`src/rtl/gpio_stim_pkg.sv`:
```
// -----------------------------------------------------------------------------
// gpio_stim_pkg
// Shared definitions for the GPIO stimulus generator:
//   - default values for the gpio_stim_gen parameters
//   - the sequencer state enumeration
//   - a small helper that sizes the phase counter
// Build option: GPIO_STIM_FIFO_EN (see gpio_stim_gen) chooses between the
// command FIFO and a single holding register. Nothing in this package
// depends on it.
// -----------------------------------------------------------------------------
package gpio_stim_pkg;

    localparam int GPIO_W_DEF  = 32;
    localparam int DEPTH_DEF   = 4;
    localparam int T_SETUP_DEF = 2;
    localparam int T_HIGH_DEF  = 5;
    localparam int T_LOW_DEF   = 5;

    // One command walks through every timed state in this order, then
    // returns to IDLE or chains directly into the next command.
    typedef enum logic [2:0] {
        IDLE   = 3'd0,
        SETUP1 = 3'd1,
        SETUP2 = 3'd2,
        HIGH1  = 3'd3,
        HIGH2  = 3'd4,
        LOW    = 3'd5
    } state_t;

    // Largest of the three phase lengths. The phase counter must be able
    // to reach this value minus one.
    function automatic int max3(input int a, input int b, input int c);
        int m;
        m = a;
        if (b > m) m = b;
        if (c > m) m = c;
        return m;
    endfunction

endpackage

```
`src/rtl/gpio_stim_fifo.sv`:
```
// -----------------------------------------------------------------------------
// gpio_stim_fifo
// Show-ahead command FIFO for gpio_stim_gen. The head entry is visible on
// rd_data whenever rd_valid is high, and it is consumed on the edge where
// rd_en is high.
//
// Ports
//   clk       : clock, all state changes on the rising edge
//   rst_n     : asynchronous active-low reset, empties the FIFO
//   wr_valid  : write request. An entry is written when wr_valid && wr_ready
//   wr_ready  : registered "not full". It is 0 in reset and 1 from the first
//               edge after release
//   wr_data   : write data, W bits
//   rd_en     : consume the head entry. It is ignored when empty
//   rd_valid  : FIFO holds at least one entry
//   rd_data   : head entry, W bits
//
// Parameters
//   W     : entry width
//   DEPTH : number of entries, power of two, 2..16
// -----------------------------------------------------------------------------
module gpio_stim_fifo #(
    parameter int W     = 96,
    parameter int DEPTH = 4
) (
    input  logic         clk,
    input  logic         rst_n,
    input  logic         wr_valid,
    output logic         wr_ready,
    input  logic [W-1:0] wr_data,
    input  logic         rd_en,
    output logic         rd_valid,
    output logic [W-1:0] rd_data
);

    localparam int AW = $clog2(DEPTH);
    localparam logic [AW:0] FULL_CNT = (AW + 1)'(DEPTH);

    logic [W-1:0]  mem [DEPTH];
    logic [AW-1:0] wr_ptr_reg;
    logic [AW-1:0] rd_ptr_reg;
    logic [AW:0]   count_reg;
    logic [AW:0]   count_next;
    logic          ready_reg;
    logic          push;
    logic          pop;

    assign push = wr_valid && ready_reg;
    assign pop  = rd_en && (count_reg != '0);

    // The occupancy counter has one more bit than the pointers, so "full"
    // and "empty" stay distinct after the pointers wrap.
    always_comb begin
        count_next = count_reg;
        if (push && !pop) begin
            count_next = count_reg + 1'b1;
        end else if (!push && pop) begin
            count_next = count_reg - 1'b1;
        end
    end

    // Pointers are exactly AW bits wide, so they wrap modulo DEPTH on their
    // own. Ready looks only at the next occupancy. A pop in the same cycle
    // therefore cannot make a full FIFO look ready.
    always_ff @(posedge clk or negedge rst_n) begin
        if (!rst_n) begin
            wr_ptr_reg <= '0;
            rd_ptr_reg <= '0;
            count_reg  <= '0;
            ready_reg  <= 1'b0;
        end else begin
            if (push) wr_ptr_reg <= wr_ptr_reg + 1'b1;
            if (pop)  rd_ptr_reg <= rd_ptr_reg + 1'b1;
            count_reg <= count_next;
            ready_reg <= (count_next != FULL_CNT);
        end
    end

    // Storage is not reset. An entry is only read after it has been
    // written, because the occupancy counter is cleared on reset.
    always_ff @(posedge clk) begin
        if (push) begin
            mem[wr_ptr_reg] <= wr_data;
        end
    end

    // The sequencer acts on the head entry in the same cycle that it pops
    // it, so the array is read combinationally. This is a small LUT RAM.
    assign rd_data  = mem[rd_ptr_reg];
    assign rd_valid = (count_reg != '0);
    assign wr_ready = ready_reg;

endmodule

```
`src/rtl/gpio_stim_gen.sv`:
```
// -----------------------------------------------------------------------------
// gpio_stim_gen
// Drives a gpio bus and a generated external strobe (ext_clk) from a stream
// of commands. Each command gives target gpio values and, per bit, the moment
// the bit changes:
//   use_ext=0          : update on the pop edge
//   use_ext=1, edge=1  : update at the end of SETUP1, before ext_clk rises
//   use_ext=1, edge=0  : update at the end of HIGH1, before ext_clk falls
// Waveform of one command (P = pop edge):
//   SETUP1 (T_SETUP) -> SETUP2 (T_SETUP) -> ext_clk=1 -> HIGH1 (T_HIGH)
//   -> HIGH2 (T_HIGH) -> ext_clk=0 -> LOW (T_LOW) -> done pulse.
// The next command pops on the done edge when one is waiting.
//
// Build option
//   GPIO_STIM_FIFO_EN defined   : DEPTH-entry command FIFO (gpio_stim_fifo)
//   GPIO_STIM_FIFO_EN undefined : single holding register, DEPTH is ignored
//
// Ports
//   clk         : sole clock
//   rst_n       : asynchronous active-low reset
//   cmd_valid   : command offered
//   cmd_ready   : command can be accepted. Registered, and depends only on
//                 how full the command store is
//   cmd_gpio    : target gpio values
//   cmd_use_ext : per bit, 1 = update timed to ext_clk
//   cmd_edge    : per ext bit, 1 = before ext_clk rise, 0 = before fall
//   gpio        : driven gpio bus
//   ext_clk     : generated strobe
//   busy        : sequencer active or a command is waiting
//   done        : one-cycle pulse at the end of each command
// -----------------------------------------------------------------------------
module gpio_stim_gen
    import gpio_stim_pkg::*;
#(
    parameter int GPIO_W  = GPIO_W_DEF,
    parameter int DEPTH   = DEPTH_DEF,
    parameter int T_SETUP = T_SETUP_DEF,
    parameter int T_HIGH  = T_HIGH_DEF,
    parameter int T_LOW   = T_LOW_DEF
) (
    input  logic              clk,
    input  logic              rst_n,
    input  logic              cmd_valid,
    output logic              cmd_ready,
    input  logic [GPIO_W-1:0] cmd_gpio,
    input  logic [GPIO_W-1:0] cmd_use_ext,
    input  logic [GPIO_W-1:0] cmd_edge,
    output logic [GPIO_W-1:0] gpio,
    output logic              ext_clk,
    output logic              busy,
    output logic              done
);

    localparam int CMD_W = 3 * GPIO_W;
    localparam int T_MAX = max3(T_SETUP, T_HIGH, T_LOW);
    localparam int CNT_W = $clog2(T_MAX + 1);

    localparam logic [CNT_W-1:0] TC_SETUP = CNT_W'(T_SETUP - 1);
    localparam logic [CNT_W-1:0] TC_HIGH  = CNT_W'(T_HIGH - 1);
    localparam logic [CNT_W-1:0] TC_LOW   = CNT_W'(T_LOW - 1);

    // ------------------------------------------------------------------
    // Command store: the head is visible on src_data while src_valid is high
    // ------------------------------------------------------------------
    logic             src_valid;
    logic [CMD_W-1:0] src_data;
    logic             pop;

`ifdef GPIO_STIM_FIFO_EN
    gpio_stim_fifo #(
        .W     (CMD_W),
        .DEPTH (DEPTH)
    ) u_fifo (
        .clk      (clk),
        .rst_n    (rst_n),
        .wr_valid (cmd_valid),
        .wr_ready (cmd_ready),
        .wr_data  ({cmd_edge, cmd_use_ext, cmd_gpio}),
        .rd_en    (pop),
        .rd_valid (src_valid),
        .rd_data  (src_data)
    );
`else
    logic             hold_valid_reg;
    logic             hold_valid_next;
    logic             hold_ready_reg;
    logic [CMD_W-1:0] hold_data_reg;
    logic             hold_push;
    logic             unused_depth;

    // DEPTH has no meaning with a single holding register.
    assign unused_depth = ^DEPTH;

    // Ready is only high while the register is empty, so a push and a pop
    // never happen in the same cycle.
    assign hold_push = cmd_valid && hold_ready_reg;

    always_comb begin
        hold_valid_next = hold_valid_reg;
        if (hold_push) begin
            hold_valid_next = 1'b1;
        end else if (pop) begin
            hold_valid_next = 1'b0;
        end
    end

    always_ff @(posedge clk or negedge rst_n) begin
        if (!rst_n) begin
            hold_valid_reg <= 1'b0;
            hold_ready_reg <= 1'b0;
            hold_data_reg  <= '0;
        end else begin
            hold_valid_reg <= hold_valid_next;
            hold_ready_reg <= !hold_valid_next;
            if (hold_push) begin
                hold_data_reg <= {cmd_edge, cmd_use_ext, cmd_gpio};
            end
        end
    end

    assign src_valid = hold_valid_reg;
    assign src_data  = hold_data_reg;
    assign cmd_ready = hold_ready_reg;
`endif

    // ------------------------------------------------------------------
    // Sequencer
    // ------------------------------------------------------------------
    state_t           state_reg;
    state_t           state_next;
    logic [CNT_W-1:0] cnt_reg;
    logic [CNT_W-1:0] cnt_next;
    logic             phase_done;

    logic [CMD_W-1:0]  cur_reg;
    logic [GPIO_W-1:0] gpio_reg;
    logic [GPIO_W-1:0] gpio_next;
    logic              ext_clk_reg;
    logic              ext_clk_next;
    logic              done_reg;
    logic              done_next;

    logic [GPIO_W-1:0] head_gpio;
    logic [GPIO_W-1:0] head_use;
    logic [GPIO_W-1:0] cur_gpio;
    logic [GPIO_W-1:0] cur_use;
    logic [GPIO_W-1:0] cur_edge;
    logic [GPIO_W-1:0] mask_start;
    logic [GPIO_W-1:0] mask_rise;
    logic [GPIO_W-1:0] mask_fall;
    logic [GPIO_W-1:0] upd_mask;
    logic [GPIO_W-1:0] upd_src;
    logic              upd_from_head;

    assign head_gpio = src_data[GPIO_W-1:0];
    assign head_use  = src_data[2*GPIO_W-1:GPIO_W];
    assign cur_gpio  = cur_reg[GPIO_W-1:0];
    assign cur_use   = cur_reg[2*GPIO_W-1:GPIO_W];
    assign cur_edge  = cur_reg[3*GPIO_W-1:2*GPIO_W];

    // The last cycle of each timed state. The state exits on this edge.
    always_comb begin
        phase_done = 1'b0;
        case (state_reg)
            SETUP1, SETUP2: phase_done = (cnt_reg == TC_SETUP);
            HIGH1, HIGH2:   phase_done = (cnt_reg == TC_HIGH);
            LOW:            phase_done = (cnt_reg == TC_LOW);
            default:        phase_done = 1'b0;
        endcase
    end

    // State register
    always_ff @(posedge clk or negedge rst_n) begin
        if (!rst_n) begin
            state_reg <= IDLE;
            cnt_reg   <= '0;
        end else begin
            state_reg <= state_next;
            cnt_reg   <= cnt_next;
        end
    end

    // Next-state logic. LOW goes straight to SETUP1 when a command is
    // waiting, so commands chain without an idle cycle between them.
    always_comb begin
        state_next = state_reg;
        case (state_reg)
            IDLE:    if (src_valid)  state_next = SETUP1;
            SETUP1:  if (phase_done) state_next = SETUP2;
            SETUP2:  if (phase_done) state_next = HIGH1;
            HIGH1:   if (phase_done) state_next = HIGH2;
            HIGH2:   if (phase_done) state_next = LOW;
            LOW:     if (phase_done) state_next = src_valid ? SETUP1 : IDLE;
            default: state_next = IDLE;
        endcase

        // Each timed state starts counting from zero.
        if (state_reg == IDLE || phase_done) begin
            cnt_next = '0;
        end else begin
            cnt_next = cnt_reg + 1'b1;
        end
    end

    // Output logic: pop request, which gpio bits to update, strobe and done.
    always_comb begin
        pop           = 1'b0;
        upd_mask      = '0;
        upd_from_head = 1'b0;
        ext_clk_next  = ext_clk_reg;
        done_next     = 1'b0;
        case (state_reg)
            IDLE: begin
                if (src_valid) begin
                    pop           = 1'b1;
                    upd_mask      = mask_start;
                    upd_from_head = 1'b1;
                end
            end
            SETUP1: if (phase_done) upd_mask     = mask_rise;
            SETUP2: if (phase_done) ext_clk_next = 1'b1;
            HIGH1:  if (phase_done) upd_mask     = mask_fall;
            HIGH2:  if (phase_done) ext_clk_next = 1'b0;
            LOW: begin
                if (phase_done) begin
                    done_next = 1'b1;
                    if (src_valid) begin
                        pop           = 1'b1;
                        upd_mask      = mask_start;
                        upd_from_head = 1'b1;
                    end
                end
            end
            default: ;
        endcase
    end

    // Bits taken from the command that is popping take their values from the
    // head entry. Later updates take them from the latched current command.
    assign upd_src = upd_from_head ? head_gpio : cur_gpio;

    // Per-bit masks and update mux. A bit that is not selected keeps its value.
    for (genvar gi = 0; gi < GPIO_W; gi++) begin : g_bit
        assign mask_start[gi] = ~head_use[gi];
        assign mask_rise[gi]  = cur_use[gi] & cur_edge[gi];
        assign mask_fall[gi]  = cur_use[gi] & ~cur_edge[gi];
        assign gpio_next[gi]  = upd_mask[gi] ? upd_src[gi] : gpio_reg[gi];
    end

    // Registered outputs and the current command
    always_ff @(posedge clk or negedge rst_n) begin
        if (!rst_n) begin
            gpio_reg    <= '0;
            ext_clk_reg <= 1'b0;
            done_reg    <= 1'b0;
            cur_reg     <= '0;
        end else begin
            gpio_reg    <= gpio_next;
            ext_clk_reg <= ext_clk_next;
            done_reg    <= done_next;
            if (pop) begin
                cur_reg <= src_data;
            end
        end
    end

    assign gpio    = gpio_reg;
    assign ext_clk = ext_clk_reg;
    assign done    = done_reg;
    assign busy    = (state_reg != IDLE) || src_valid;

endmodule
```
`config.mk`:
```
export PLATFORM = sky130hd
export DESIGN_NAME = gpio_stim_gen
export DESIGN_NICKNAME = d
export VERILOG_FILES = /design/src/rtl/gpio_stim_pkg.sv /design/src/rtl/gpio_stim_fifo.sv /design/src/rtl/gpio_stim_gen.sv
export SDC_FILE = /design/constraint.sdc
export NUM_CORES = 1
export LEC_CHECK = 0
export CORE_MARGIN = 2
export CORE_UTILIZATION = 56
export CTS_CLUSTER_SIZE = 20
export DETAILED_ROUTE_END_ITERATION = 12
export PLACE_DENSITY = 0.9
export SKIP_LAST_GASP = 1
export SYNTH_ARGS = -nofsm -noshare
export SYNTH_HDL_FRONTEND = slang
export SYNTH_SLANG_ARGS = --single-unit
```
`constraint.sdc`:
```
create_clock -name clk -period 2.1 [get_ports clk]
set_clock_uncertainty 0.05 [all_clocks]
set_input_delay 0.21 -clock clk [delete_from_list [all_inputs] [get_ports clk]]
set_output_delay 0.21 -clock clk [all_outputs]
set_load 0.1 [all_outputs]
```
# Word-level counts from Yosys, hierarchy flattened
# Index checks and enable logic that the tools add are counted.
# classes
n_eq_ne,13
n_bitwise,128
reduce_logical,11
n_mux,26
n_addsub,1
# op_table
cell,count
$mux 32,5
$pmux 32 s4,1
$and 1x1->1,64
$not 1->1,64
$mux 3,7
$pmux 3 s6,1
$ne 2x2->1 const B,6
$eq 3x3->1 const B,3
$mux 1,9
$eq 3x1->1 const B,2
$eq 3x2->1 const B,2
$pmux 1 s2,3
$reduce_and 6->1,1
$add 3x1->3 const B,1
$logic_not 3->1,1
$reduce_and 3->1,1
$reduce_bool 3->1,1
$reduce_or 3->1,1
$logic_or 1x1->1,2
$reduce_bool 2->1,1
$reduce_or 2->1,1
$logic_and 1x1->1,1
$logic_not 1->1,1
# word_totals
elab_cells,219
input_bits,99
reg_bits,234

# Logic depth before layout (Yosys ltp)
# logic_depth
ltp_word,8
depth_mapped,8

# Least setup slack after synthesis
# OpenSTA, ideal clock, no wires.
# synth_timing
path_kind,register -> register
from,"register hold_ready_reg, in the netlist cmd_ready"
to,register hold_data_reg[63]
stages_incl_launch_ff,5
required_ns,1.925
setup_slack_ns,-0.067
period_less_slack_ns,2.167
arrival_ns,1.992
setup_ns,0.125
cell_sequence,dfrtp_1 > nand2_1 > buf_1 > buf_2 > mux2_2
# synth_between
elab_chain_cells,1
# synth_lines
element,line,text
"start, declared",gpio_stim_gen.sv:86,logic hold_ready_reg;
"start signal, assigned",gpio_stim_gen.sv:114,hold_ready_reg <= !hold_valid_next;
$logic_and 1x1->1,gpio_stim_gen.sv:96,assign hold_push = cmd_valid && hold_ready_reg;
"end signal, assigned",gpio_stim_gen.sv:116,"hold_data_reg <= {cmd_edge, cmd_use_ext, cmd_gpio};"
"end, declared",gpio_stim_gen.sv:87,logic [CMD_W-1:0] hold_data_reg;
# Every way passes these cells.
# A chain may end at the register's enable or synchronous reset.

# Worst setup path after layout
# layout_timing
from,register state_reg[2]
to,register cur_reg[37]
# layout_between
elab_chain_cells,5
word_cells_on_any_way,11
# layout_lines
element,line,text
"start, declared",gpio_stim_gen.sv:129,state_t state_reg;
"start signal, assigned",gpio_stim_gen.sv:178,state_reg <= state_next;
$eq 3x3->1 (tied with other cells),"gpio_stim_gen.sv:164, gpio_stim_gen.sv:212",
$reduce_or 3->1 (no line) or $reduce_or 2->1 (tied branches),n/a,
$pmux 1 s2,gpio_stim_gen.sv:164,case (state_reg)
$mux 1,gpio_stim_gen.sv:225,if (phase_done) begin
$pmux 1 s2 (*),gpio_stim_gen.sv:212,case (state_reg)
"end signal, assigned",gpio_stim_gen.sv:262,cur_reg <= src_data;
"end, declared",gpio_stim_gen.sv:135,logic [CMD_W-1:0] cur_reg;
# Every way passes the cells marked *; elsewhere a longest branch is shown, timed or not.

==> flow_metrics.tcl <==
set metrics [dict create \
    outcome "finished, final reports clean" \
    avgRoutedWirePerCell_um 18.9 \
    hold_viol 0 \
    required_ns 2.44 \
    critPathKind "reg2reg" \
    synth-edff-count 0 \
    vdd_drop_max_mv 1.08 \
    rows 50 \
    cp_max_fo 31 \
    worstSkewPairLatency_ns 0.51 \
    leakage_nw 5.66 \
    cpLargestDelayFamily "flip-flops" \
    h-tree-depth 1 \
    ys.flop_type "dfrtp_1" \
    layout-drive-gt1-share_pct 31.2 \
    syn_inst 757 \
    timing.hold.ws_ns 0.218 \
    clockRootBuffer "clkbuf_16" \
    num_vias 6739 \
    synth_seq_cells 234 \
    fp.dieH_um 142 \
    overflow 0 \
    ctsResizeCount 0 \
    pre_cts_slack_ns 0.141 \
    path_cells "and3b_1 -> a31oi_4 -> buf_4 -> mux2_1" \
    drv_slew 0 \
    netlist.area_leader.share_pct 55.3 \
    n_fill_cell 1244 \
    yosysWarnings 0 \
    cp_data_arrival_time_ns 2.32 \
    ys_async_sr_fraction_pct 100 \
    drt_iter0_drc 345 \
    grt_pass1_vias 6932 \
    antenna_found_initial 0 \
    core_area_um2 18600 \
    ys_types 42 \
    fin_nets 984 \
    tns_ns 0 \
    die_area_um2 20000 \
    path_clk_slew_ns 0.06 \
    die_w_um 142 \
    syn_to_final_growth_pct 22.6 \
    drt-pass1-iter-count 4 \
    routed_wl_mm 21.5 \
    ios 135 \
    hold_path_class "in2async" \
    ys_seq_area_share_pct 55.3 \
    synthTopCellsByArea "dfrtp_1, mux2_2, mux2_4, nor4bb_1, o32ai_1" \
    dp_hpwl_mm 13.4 \
    cts_hold_buf 1 \
    grt_max_degree 77 \
    timing.final.ws_setup_ns 0.124 \
    vias_per_cell 5.93 \
    max_freq_ghz 0.506 \
    cts_sinks 234 \
    globalplace.congestion 0.742 \
    finalCritPeriodShare_pct 94.1 \
    worstMarginPinSlew_ns 0.650 \
    finalNonFillerCells 1136 \
    cts_setup_buffers 0 \
    drc 0 \
    max-cap-violations 0 \
    track_usage_pct 21.5 \
    yosysMostFrequentCell "dfrtp_1" \
    dpl.cell_count 1090 \
    setup_viol 0 \
    critPathSlowestCell "dfrtp_1" \
    min_period_ns 1.98 \
    initial_core_util_pct 56.8 \
    antennaDiodeCount 0 \
    cts_tree "done" \
    start_kind "flop" \
    slew_headroom_pct 56.1 \
    grt_pass1_wl_mm 35.3 \
    multi_input_area_um2 4290 \
    rsz0062_at_grt "no" \
    cp_num_buf_inv 1 \
    syn-cell-area_um2 10600 \
    synth_nets 857 \
    clock_path_buffers 3 \
    seq_area_um2 5860 \
    slowest_delay_ns 0.44 \
    synth.largest_area_cell "dfrtp_1" \
    setup.worst_path.end_class "flop" \
    syn_area_per_cell_um2 14.0 \
    power_mw 21.6 \
    port_buffers 134 \
    synth_common_cells "dfrtp_1, mux2_2, nor4bb_1" \
    cts_buffers 25 \
    antenna_left 0 \
    powerDensity_nw_per_um2 1660 \
]
-- layout make-up --
type | count | share of cell area, %
tap | 234 | 2.26
clock buffer | 40 | 5.79
timing repair buffer | 156 | 12.1
sequential | 234 | 45.1
multi-input combinational | 431 | 33.0
clock inverter | 5 | 0.598
inverter | 36 | 1.04
-- metrics by stage --
step           cell area, um^2  utilization, %
2_1_floorplan            10600               -
3_3_place_gp             12100            65.1
3_5_place_dp             12100            65.1
4_1_cts                  13000            69.6
5_1_grt                  13000            69.6
6_report                 13000            69.6
-- placed cells by master, fill, tap and decap left out, types with 3 or more instances in the layout --
master / count
inv_1: 36
buf_12: 12
dfrtp_2: 4
clkdlybuf4s50_1: 97
clkbuf_1: 8
a2111oi_0: 3
o21ai_0: 5
mux2_4: 60
nor2_1: 4
mux2_1: 16
clkbuf_8: 7
dfrtp_1: 230
mux2_2: 116
nor4bb_1: 64
o32ai_1: 32
nand2_1: 5
a31oi_1: 33
o211ai_1: 32
buf_4: 45
a21oi_1: 3
clkbuf_16: 25
or2_1: 28
-- metal layers --
layer	wire [um]	up-vias	global-route usage, %	part of all wire (%)
met4	556	0	5.58	2.6
met5	0	-	0	0
met1	9510	3448	29.6	44
met2	10500	156	35.6	49
li1	-	3091	-	-
met3	914	44	3.88	4.3
-- kinds of logic after synthesis --
| kind of cell | share of synthesized area [%] |
|---|---|
| AOI/OAI and AO/OA | 8.17 |
| and+or+nand+nor | 9.46 |
| DFF | 55.3 |
| adders and majority gates | 0.118 |
| buffers and inverters | 4.32 |
| muxes | 22.5 |
| xor gates and xnor gates | 0.0827 |
-- worst reg2reg max path, delay by kind of cell, from the launching register on --
kind	cells	cell delay, ns
AND/OR/NAND/NOR	1	0.26
AO/OA/AOI/OAI	1	0.28
flip-flops	1	0.44
buffers and inverters	1	0.44
multiplexers	1	0.39
-- power breakdown --
| group | internal (mW) | switching, mW |
|---|---|---|
| Sequential | 6.83 | 1.71 |
| Combinational | 3.81 | 4.81 |
| Clock | 2.68 | 1.75 |
| Total | 13.3 | 8.27 |
-- final timing paths --
path / depth (start not counted) / start / slack (ns) / endpoint
worst max-delay path: 4 / state_reg[2]$_DFFE_PN0P_ / 0.12 / cur_reg[37]$_DFFE_PN0N_
worst min-delay path: 2 / rst_n / 0.22 / cur_reg[12]$_DFFE_PN0N_
worst max register to register: 4 / state_reg[2]$_DFFE_PN0P_ / 0.12 / cur_reg[37]$_DFFE_PN0N_
worst min register to register: 1 / cur_reg[32]$_DFFE_PN0N_ / 0.44 / cur_reg[32]$_DFFE_PN0N_
max in group asynchronous: 3 / rst_n / 1.07 / hold_data_reg[65]$_DFFE_PN0P_
min in group clk: 2 / cmd_use_ext[29] / 0.26 / hold_data_reg[61]$_DFFE_PN0P_
Power figures use the tool's default switching activity.
